`config.mk`:
```
export PLATFORM = sky130hd
export DESIGN_NAME = mem_port_arbiter
export DESIGN_NICKNAME = d
export VERILOG_FILES = /design/src/rtl/mem_port_arbiter.sv
export SDC_FILE = /design/constraint.sdc
export NUM_CORES = 1
export LEC_CHECK = 0
export ABC_AREA = 1
export CAP_MARGIN = 30
export CORE_ASPECT_RATIO = 1.75
export CORE_MARGIN = 1
export CORE_UTILIZATION = 25
export CTS_CLUSTER_DIAMETER = 120
export DETAILED_ROUTE_END_ITERATION = 12
export HOLD_SLACK_MARGIN = 0.02
export PLACE_DENSITY_LB_ADDON = 0.1
export SLEW_MARGIN = 40
export SYNTH_ARGS = -nofsm -noshare
export SYNTH_HDL_FRONTEND = slang
export SYNTH_SLANG_ARGS = --single-unit
```
`constraint.sdc`:
```
create_clock -name clk -period 1.6 [get_ports clk]
set_input_delay 0.32 -clock clk [delete_from_list [all_inputs] [get_ports clk]]
set_output_delay 0.32 -clock clk [all_outputs]
set_load 0.01 [all_outputs]
```
`src/rtl/mem_port_arbiter.sv`:
```
`default_nettype none
// ============================================================================
//  Module      : mem_port_arbiter
//  Description : Shares one single-port memory between instruction fetch and
//                the load/store stage. One transaction is outstanding at a
//                time. The MEM stage has priority, and IF wins after
//                STARVE_MAX consecutive MEM grants. A flush drops the
//                response of an in-flight fetch.
//  Revision    : 1.0  initial release
// ============================================================================
module mem_port_arbiter #(
  parameter int AW         = 32,
  parameter int DW         = 32,
  parameter int STARVE_MAX = 4
) (
  input  logic            clk,
  input  logic            rst_n,
  input  logic            flush_i,
  // fetch port
  input  logic            if_req_i,
  input  logic [AW-1:0]   if_addr_i,
  output logic            if_rvalid_o,
  output logic [DW-1:0]   if_rdata_o,
  // load/store port
  input  logic            dm_req_i,
  input  logic            dm_we_i,
  input  logic [AW-1:0]   dm_addr_i,
  input  logic [DW-1:0]   dm_wdata_i,
  input  logic [DW/8-1:0] dm_wstrb_i,
  output logic            dm_rvalid_o,
  output logic [DW-1:0]   dm_rdata_o,
  // memory port
  output logic            mem_req_o,
  output logic            mem_we_o,
  output logic [AW-1:0]   mem_addr_o,
  output logic [DW-1:0]   mem_wdata_o,
  output logic [DW/8-1:0] mem_wstrb_o,
  input  logic            mem_gnt_i,
  input  logic            mem_rvalid_i,
  input  logic [DW-1:0]   mem_rdata_i
);

  localparam int            SW         = (STARVE_MAX < 1) ? 1 : $clog2(STARVE_MAX + 1);
  localparam logic [SW-1:0] STARVE_LIM = SW'(STARVE_MAX);

  typedef enum logic [1:0] {
    S_IDLE  = 2'd0,
    S_ISSUE = 2'd1,
    S_WAIT  = 2'd2,
    S_RESP  = 2'd3
  } state_t;

  state_t          state_q, state_d;
  logic            owner_if_q, owner_if_d;   // 1 = current transaction belongs to fetch
  logic            drop_q, drop_d;           // fetch response must be discarded
  logic [SW-1:0]   starve_q, starve_d;

  logic            mem_req_q, mem_req_d;
  logic            mem_we_q, mem_we_d;
  logic [AW-1:0]   mem_addr_q, mem_addr_d;
  logic [DW-1:0]   mem_wdata_q, mem_wdata_d;
  logic [DW/8-1:0] mem_wstrb_q, mem_wstrb_d;
  logic            if_rvalid_q, if_rvalid_d;
  logic [DW-1:0]   if_rdata_q, if_rdata_d;
  logic            dm_rvalid_q, dm_rvalid_d;
  logic [DW-1:0]   dm_rdata_q, dm_rdata_d;

  // A fetch request presented together with a flush is stale and never competes.
  logic fetch_req;
  assign fetch_req = if_req_i & ~flush_i;

  // Next-state, arbitration and registered-output logic.
  always_comb begin
    state_d     = state_q;
    owner_if_d  = owner_if_q;
    drop_d      = drop_q;
    starve_d    = starve_q;
    mem_req_d   = mem_req_q;
    mem_we_d    = mem_we_q;
    mem_addr_d  = mem_addr_q;
    mem_wdata_d = mem_wdata_q;
    mem_wstrb_d = mem_wstrb_q;
    if_rvalid_d = 1'b0;
    if_rdata_d  = if_rdata_q;
    dm_rvalid_d = 1'b0;
    dm_rdata_d  = dm_rdata_q;

    case (state_q)
      S_IDLE: begin
        drop_d = 1'b0;
        if (dm_req_i || fetch_req) begin
          if (fetch_req && (!dm_req_i || starve_q == STARVE_LIM)) begin
            owner_if_d  = 1'b1;
            starve_d    = '0;
            mem_we_d    = 1'b0;
            mem_addr_d  = if_addr_i;
            mem_wdata_d = '0;
            mem_wstrb_d = '0;
          end else begin
            owner_if_d  = 1'b0;
            // Count only MEM wins that actually held off a waiting fetch.
            if (fetch_req) begin
              starve_d = (starve_q == STARVE_LIM) ? starve_q : starve_q + SW'(1);
            end else begin
              starve_d = '0;
            end
            mem_we_d    = dm_we_i;
            mem_addr_d  = dm_addr_i;
            mem_wdata_d = dm_wdata_i;
            mem_wstrb_d = dm_we_i ? dm_wstrb_i : '0;
          end
          mem_req_d = 1'b1;
          state_d   = S_ISSUE;
        end else begin
          starve_d = '0;
        end
      end

      S_ISSUE: begin
        if (owner_if_q && flush_i) begin
          drop_d = 1'b1;
        end
        // The request stays up until accepted, even across a flush.
        if (mem_gnt_i) begin
          mem_req_d   = 1'b0;
          mem_wstrb_d = '0;
          state_d     = S_WAIT;
        end
      end

      S_WAIT: begin
        if (owner_if_q && flush_i) begin
          drop_d = 1'b1;
        end
        if (mem_rvalid_i) begin
          state_d = S_RESP;
          if (owner_if_q) begin
            if (!(drop_q || flush_i)) begin
              if_rvalid_d = 1'b1;
              if_rdata_d  = mem_rdata_i;
            end
          end else begin
            dm_rvalid_d = 1'b1;
            dm_rdata_d  = mem_rdata_i;
          end
        end
      end

      S_RESP: begin
        drop_d  = 1'b0;
        state_d = S_IDLE;
      end

      default: begin
        state_d = S_IDLE;
      end
    endcase
  end

  // State and output registers; reset abandons any in-flight transaction.
  always_ff @(posedge clk or negedge rst_n) begin
    if (!rst_n) begin
      state_q     <= S_IDLE;
      owner_if_q  <= 1'b0;
      drop_q      <= 1'b0;
      starve_q    <= '0;
      mem_req_q   <= 1'b0;
      mem_we_q    <= 1'b0;
      mem_addr_q  <= '0;
      mem_wdata_q <= '0;
      mem_wstrb_q <= '0;
      if_rvalid_q <= 1'b0;
      if_rdata_q  <= '0;
      dm_rvalid_q <= 1'b0;
      dm_rdata_q  <= '0;
    end else begin
      state_q     <= state_d;
      owner_if_q  <= owner_if_d;
      drop_q      <= drop_d;
      starve_q    <= starve_d;
      mem_req_q   <= mem_req_d;
      mem_we_q    <= mem_we_d;
      mem_addr_q  <= mem_addr_d;
      mem_wdata_q <= mem_wdata_d;
      mem_wstrb_q <= mem_wstrb_d;
      if_rvalid_q <= if_rvalid_d;
      if_rdata_q  <= if_rdata_d;
      dm_rvalid_q <= dm_rvalid_d;
      dm_rdata_q  <= dm_rdata_d;
    end
  end

  assign mem_req_o   = mem_req_q;
  assign mem_we_o    = mem_we_q;
  assign mem_addr_o  = mem_addr_q;
  assign mem_wdata_o = mem_wdata_q;
  assign mem_wstrb_o = mem_wstrb_q;
  assign if_rvalid_o = if_rvalid_q;
  assign if_rdata_o  = if_rdata_q;
  assign dm_rvalid_o = dm_rvalid_q;
  assign dm_rdata_o  = dm_rdata_q;

endmodule
`default_nettype wire

```
==> key figures, run 1 <==
Clock tree
  – CTS tree: built
  – Num CTS Buffers: 17
  – Clock Latency Late Sink: 0.42 ns
  – Root buf cell: clkbuf_16
  – Sink Count: 143
  – CTS Buffer Depth: 2
  – Clock-pin slew on the worst setup and hold paths: 0.06 ns
  – H-Tree Depth: 4

Synthesis
  – Mux share of post-synthesis cell area: 0%
  – Synthesized net count: 861
  – Post-synthesis cell area: 6240 sq um
  – Top-count cell post-synth: nand2_1
  – Yosys reg bits: 143
  – Syn Inst Count: 715
  – Largest family of logic cells by synthesized area: simple AND/OR/NAND/NOR gates
  – Post-synthesis adder-cell area fraction: 1.20%
  – Area share of the largest cell type after synthesis: 57.3%
  – Post-synth top area cell: dfrtp_1
  – Netlist cell types: 21
  – Post-synth EDFFs: 0
  – Post-Synth Simple-Gate Area: 23.4%
  – Post-synth top cells: nand2_1 (252), dfrtp_1 (143), inv_1 (76), o21ai_1 (68), nand3_1 (37)
  – Xor-xnor portion of the synthesized cell area: 0.140%
  – Compound-cell area share of the yosys netlist: 8.50%
  – Top cells by area, synth: dfrtp_1 (57%), nand2_1 (15%), o21ai_1 (5.5%)
  – Dominant synthesized flop cell: dfrtp_1
  – Post-synthesis sequential area ratio: 57.3%
  – Ys async rst share: 100%
  – Yosys warns: 0
  – Mean Syn Cell Area: 8.73 sq um

Placed design
  – Routability cong.: 0.744
  – Placed Instances: 1287
  – DP HPWL: 14.7 mm
  – Cell Area, Placed: 9480 sq um
  – Port Buffers: 275

Critical path
  – Crit end category: flop
  – CP Launch Type: flop
  – WS Path Type: reg2reg
  – Crit. Startpoint: starve_q[0]
  – Worst reg2reg startpoint: starve_q[0]
  – Critical path required time: 1.91 ns
  – Critical Path AT: 1.77 ns
  – CP Max Fanout: 24

Min path
  – Hold Path Class: in2async

Global route
  – Tot GR Track Use: 16.2%
  – Initial antenna violation count: 0
  – Vias in the first global route: 5680
  – Largest net degree at the start of global routing: 66
  – First-pass GRT wire length: 31.0 mm
  – GRT overflow: 0

Floorplanning
  – Initial Util: 25.4%
  – Die height: 211 microns
  – Core area: 24500 sq um
  – Die Area: 25600 sq um
  – I/O Pins: 276
  – Die width: 121 microns
  – Site row count: 76

Detailed routing
  – Drt via density: 4.15
  – WL/cell: 15.0 microns
  – Routed vias: 5470
  – # DRC: 0
  – Routed WL: 19.8 mm
  – DRT antenna net count: 0
  – Drt first pass iters: 4
  – Initial DRC count: 163

Timing
  – Worst-Margin Slew: 0.447 ns
  – Peak Freq: 0.685 GHz
  – Final Hold Viols: 0
  – Worst Clk Skew: 0.00676 ns
  – Total Neg Setup Slack: 0 ns
  – Slew headroom: 70.2%
  – Fin crit period: 1.46 ns
  – Period utilization: 91.2%
  – Max-slew violations: 0
  – RSZ-0062 raised after global routing: no
  – Final setup fails: 0

Power and ir drop
  – Power Density: 1680 nW/um^2
  – Total power: 16.7 mW
  – Leakage: 5.23 nW
  – Worst VDD drop: 0.000654 V

Run status
  – Status: finished, final reports clean

Final layout
  – Fin area: 9940 sq um
  – Diode count: 0
  – Area delta synth->final: 59.3%
  – Ratio of cells with drive above 1 in the final layout: 6.55%
  – Nets: 1141
  – Fin util: 40.5%
  – Final Non-Filler Cells: 1319

Flow run
  – Max-capacitance violation count: 0
[critical path, stage by stage (launching register included)]
cell	delay, ns
dfrtp_1	0.35
inv_1	0.07
ha_1	0.22
nand2_2	0.08
nand2_2	0.09
nand2_4	0.12
buf_12	0.18
nand2_1	0.09
nand3_1	0.09
nand2_1	0.05
[metrics by stage]
| step | worst slack [ns] | hold WS (ns) |
|---|---|---|
| after floorplan | 0.252 | 0.0244 |
| after CTS | 0.0392 | 0.391 |
| after global placement | -0.107 | 0.278 |
| final | 0.140 | 0.388 |
| after global routing | 0.00879 | 0.413 |
| after detailed placement | -0.116 | 0.279 |
[layout by cell type (no fill, tap or decap)]
master / instances
a21oi_1: 4
buf_12: 13
buf_4: 12
buf_6: 2
buf_8: 1
bufinv_16: 3
clkbuf_1: 4
clkbuf_16: 17
clkbuf_8: 4
clkdlybuf4s50_1: 138
clkinv_2: 3
dfrtp_1: 143
dlygate4sd2_1: 136
dlygate4sd3_1: 1
ha_1: 5
ha_2: 1
inv_1: 76
inv_2: 3
nand2_1: 250
nand2_2: 2
nand2_4: 2
nand3_1: 36
nand3_2: 1
nand3b_1: 32
nand4_1: 5
nor2_1: 7
nor2_4: 1
nor3b_1: 1
o21ai_0: 34
o21ai_1: 68
or2_2: 1
xor2_1: 1
[final timing paths]
check                             endpoint  cells after the start  slack (ns)
hold / removal              dm_rdata_o[17]                      2        0.39
max in group asynchronous   dm_rdata_o[26]                      3        0.68
setup / recovery            mem_addr_o[18]                      9        0.14
hold reg to reg             mem_addr_o[19]                      2        0.47
min in group clk           mem_wdata_o[10]                      3        0.43
setup reg to reg            mem_addr_o[18]                      9        0.14
[power by group]
part / switching [mW] / total (mW) / internal, mW
registers: 0.824 / 6.08 / 5.25
clock network: 1.49 / 4.09 / 2.60
logic: 3.46 / 6.55 / 3.09
total: 5.77 / 16.7 / 10.9
[timing repair]
item | CTS | global route
gates cloned | 0 | 0
hold buffers | 1 | 0
setup endpoints to repair | 136 | 35
setup buffers | 0 | 0
resized for setup | 136 | 6
endpoints found under the hold margin | 33 | 0
[kinds of logic (layout without fill, tap and decap cells)]
family / Yosys count / count (layout)
fa+ha+maj: 6 / 6
flops: 143 / 143
buf+inv: 121 / 413
simple gates: 338 / 338
compound gates: 106 / 106
xor+xnor: 1 / 1
[cell type report]
| class | count | area [sq um] |
|---|---|---|
| Multi-Input combinational cell | 451 | 2100 |
| Sequential cell | 143 | 3580 |
| Fill cell | 2569 | 14600 |
| Clock buffer | 25 | 495 |
| Inverter | 79 | 297 |
| Timing Repair Buffer | 303 | 2970 |
| Clock inverter | 6 | 105 |
| Tap cell | 312 | 390 |
[state kept, by name, summed over array words and instances (netlist names)]
name	flops
dm_rvalid_o	1
mem_wdata_o	32
mem_req_o	1
mem_addr_o	32
if_rdata_o	32
drop_q	1
if_rvalid_o	1
starve_q	3
state_q	2
mem_wstrb_o	4
dm_rdata_o	32
mem_we_o	1
owner_if_q	1
[layer usage]
metal | GRT usage [%] | vias to the layer above | share of wire [%]
met1 | 17.8 | 2471 | 39
met2 | 29.5 | 178 | 53
met4 | 5.49 | 0 | 1.3
li1 | - | 2805 | -
met5 | 0 | - | 0
met3 | 4.45 | 16 | 6.1
Note: power is estimated with default switching activity, not from simulation.
==> run 2: changes to the inputs <==
CTS_CLUSTER_SIZE = 14   (was default)
==> results of run 2 <==
No change in the layout: final DEF, timing and power equal those of run 1.
==> run 3: changes to the inputs <==
ABC_AREA = default   (was 1)
==> run 3 against run 2 <==
Net effect:
- the flow now finishes with violations (setup timing)
- sequential power rose by 2%
- worst hold slack worse by 0.0023 ns
- clock-buffer cell count shrank 3
- clock skew about the same
- clock power decreased by 11%
- final cell count is 13% lower
- die area up 1.6%
- via count up 0.16%
- largest power group unchanged
- non-clock buffer count increased by 49
- largest cell class is now non-clock buffers
- critical endpoint is now if_rdata_o[23]
- core utilization is 5.6 points higher
==> key figures, run 3 <==
Synthesis
  – Syn Inst Count: 503 (-30%)
  – Yosys warns: 0 (unchanged)
  – Post-synth EDFFs: 0 (unchanged)
  – Post-synth top area cell: dfrtp_1
  – Mean Syn Cell Area: 12.6 sq um (+44%)
  – Top cells by area, synth: dfrtp_1 (56%), mux2_2 (11%), a221oi_1 (4.4%)
  – Top-count cell post-synth: dfrtp_1
  – Synthesized net count: 649 (-25%)
  – Dominant synthesized flop cell: dfrtp_1
  – Yosys reg bits: 143 (unchanged)
  – Area share of the largest cell type after synthesis: 56.4% (-0.93 points)
  – Post-synth top cells: dfrtp_1 (143), mux2_2 (63), inv_1 (43), o21ai_0 (35)
  – Netlist cell types: 39 (+86%)
  – Post-synthesis cell area: 6340 sq um (+1.6%)
  – Post-synthesis sequential area ratio: 56.4% (-0.93 points)
  – Ys async rst share: 100% (unchanged)

Final layout
  – Fill count: 2270 (-12%)
  – Diode count: 0 (unchanged)
  – Fin area: 11400 sq um (+15%)
  – Nets: 975 (-15%)
  – Ratio of cells with drive above 1 in the final layout: 29.4% (+23 points)
  – Commonest non-fill, non-tap cell in the layout: dfrtp_1
  – Most frequent cells in the layout: dfrtp_1 (143), clkdlybuf4s50_1 (138), dlygate4sd2_1 (136)
  – Area delta synth->final: 79.7%

Floorplanning
  – Core area: 24700 sq um (+0.78%)
  – Die height: 213 microns (+0.81%)
  – Die Area: 26000 sq um (+1.6%)
  – Site row count: 76 (unchanged)
  – Die width: 122 microns (+0.81%)
  – I/O Pins: 276 (unchanged)
  – Initial Util: 25.7% (+0.22 points)

Detailed routing
  – # DRC: 0 (unchanged)
  – WL/cell: 20.0 microns (+33%)
  – Initial DRC count: 209 (+28%)
  – Routed vias: 5479 (+0.16%)
  – Routed WL: 23.1 mm (+16%)
  – Drt first pass iters: 6 (+2)
  – Drt via density: 4.76 (+15%)
  – DRT antenna net count: 0 (unchanged)

Timing
  – Period utilization: 109% (+18 points)
  – Final setup fails: 57 (+57)
  – Worst hold slack: 0.386 ns (-0.00227 ns)
  – Max-slew violations: 0 (unchanged)
  – Fin crit period: 1.74 ns (+0.280 ns)
  – RSZ-0062 raised after global routing: yes
  – Worst-Margin Slew: 0.493 ns (+0.0459 ns)
  – Final Hold Viols: 0 (unchanged)
  – Total Neg Setup Slack: -4.94 ns (-4.94 ns)
  – Peak Freq: 0.575 GHz (-16%)
  – Setup slack after layout: -0.140 ns (-0.280 ns)
  – Worst Clk Skew: 0.00688 ns (+0.000121 ns)
  – Slew headroom: 67.2% (-3.1 points)

Placed design
  – DP Worst Slack: -0.432 ns (-0.316 ns)
  – Routability cong.: 0.771 (+3.6%)
  – Port Buffers: 275 (unchanged)
  – DP HPWL: 14.7 mm (about the same)
  – Cell Area, Placed: 9790 sq um (+3.3%)

Clock tree
  – CTS tree: built
  – Clock Latency Late Sink: 0.43 ns (about the same)
  – H-Tree Depth: 4 (unchanged)
  – Clock-pin slew on the worst setup and hold paths: 0.06 ns (about the same)
  – Root buf cell: clkbuf_16
  – CTS Buffer Depth: 2 (unchanged)
  – Sink Count: 143 (unchanged)
  – Num CTS Buffers: 17 (unchanged)

Power and ir drop
  – Power Density: 1640 nW/um^2 (-2.7%)
  – Total power: 18.7 mW (+12%)
  – Worst VDD drop: 0.000664 V (+1.6%)
  – Leakage: 5.30 nW (+1.3%)

Critical path
  – CP Max Fanout: 5 (-79%)
  – Critical Path AT: 2.05 ns (+0.28 ns)
  – Critical path required time: 1.91 ns (about the same)
  – WS Path Type: reg2reg
  – CP Launch Type: flop
  – Crit end category: flop

Run status
  – Violated checks: setup timing
  – Status: finished with violations

Global route
  – Vias in the first global route: 5951 (+4.8%)
  – Initial antenna violation count: 0 (unchanged)
  – GRT overflow: 0 (unchanged)
  – Tot GR Track Use: 16.9% (+0.63 points)
  – Largest net degree at the start of global routing: 49 (-26%)
  – First-pass GRT wire length: 32.9 mm (+6.1%)

Min path
  – Hold Path Class: in2async

Flow run
  – Max-capacitance violation count: 0 (unchanged)
## run 3: changes by cell type after synthesis, moves of 33 or more
cell,change
o21ai_1,-68
mux2_2,+63
inv_1,-33
nand3_1,-37
nand2_1,-250
## run 3: per-stage QoR
step | utilization [%] | cells
final | 46.1 | 1151
after global routing | 46.1 | 1151
after CTS | 43.6 | 1144
after detailed placement | 39.6 | 1090
after global placement | 39.6 | 1090
after floorplan | - | 503
## run 3: repair_timing
action | in CTS | in global routing
endpoints found under the setup margin | 230 | 104
pin swaps | 4 | 30
endpoints found under the hold margin | 30 | 0
cloned | 6 | 9
gates resized for setup | 211 | 106
hold buffers | 1 | 0
setup buffers | 18 | 4
## run 3: logic make-up (layout without fill, tap and decap cells)
kind of cell             Yosys count  in the layout  synth area share [%]
flip-flops                       143            143                  56.4
AO/OA/AOI/OAI                    148            148                  17.8
adder cells (fa/ha/maj)            6              6                  1.18
AND/OR/NAND/NOR                   49             49                  6.47
buffers and inverters             90            426                  6.25
multiplexers                      67             67                  11.9
## run 3: power by group
group	leakage, nW	internal, mW	switching (mW)
Sequential	1.75	5.29	0.891
Combinational	3.28	4.85	3.98
Clock	0.266	2.18	1.46
## run 3: layer usage
layer / vias to the layer above / global-route usage [%] / part of all wire [%]
met5: - / 0 / 0
met4: 0 / 6.27 / 2.5
met3: 35 / 4.94 / 6.0
met2: 203 / 31.4 / 55
met1: 2725 / 17.4 / 36
li1: 2516 / - / -
## run 3: final timing paths
path                               start             end  slack [ns]  cells past startpoint
max reg2reg                   state_q[0]  if_rdata_o[23]       -0.14                      8
min reg2reg                dm_rdata_o[3]   dm_rdata_o[3]        0.50                      1
min                                rst_n   if_rdata_o[0]        0.39                      2
max                           state_q[0]  if_rdata_o[23]       -0.14                      8
min in group clk            dm_addr_i[7]   mem_addr_o[7]        0.46                      3
max in group asynchronous          rst_n   if_rdata_o[2]        0.63                      3
## run 3: final cells by class
type / count / area (sq um) / share of cell area (%)
Inverter: 45 / 171 / 1.50
Tap cell: 312 / 390 / 3.43
Multi-Input combinational cell: 270 / 3120 / 27.4
Sequential cell: 143 / 3580 / 31.4
Clock buffer: 22 / 464 / 4.07
Timing Repair Buffer: 352 / 3610 / 31.6
Clock inverter: 7 / 63.8 / 0.560
## run 3: critical path: stages (launching register included)
cell	delay (ns)
dfrtp_1	0.40
inv_2	0.09
ha_4	0.14
nand2_4	0.05
nor4b_4	0.24
buf_6	0.16
buf_12	0.11
buf_12	0.12
mux2_4	0.30
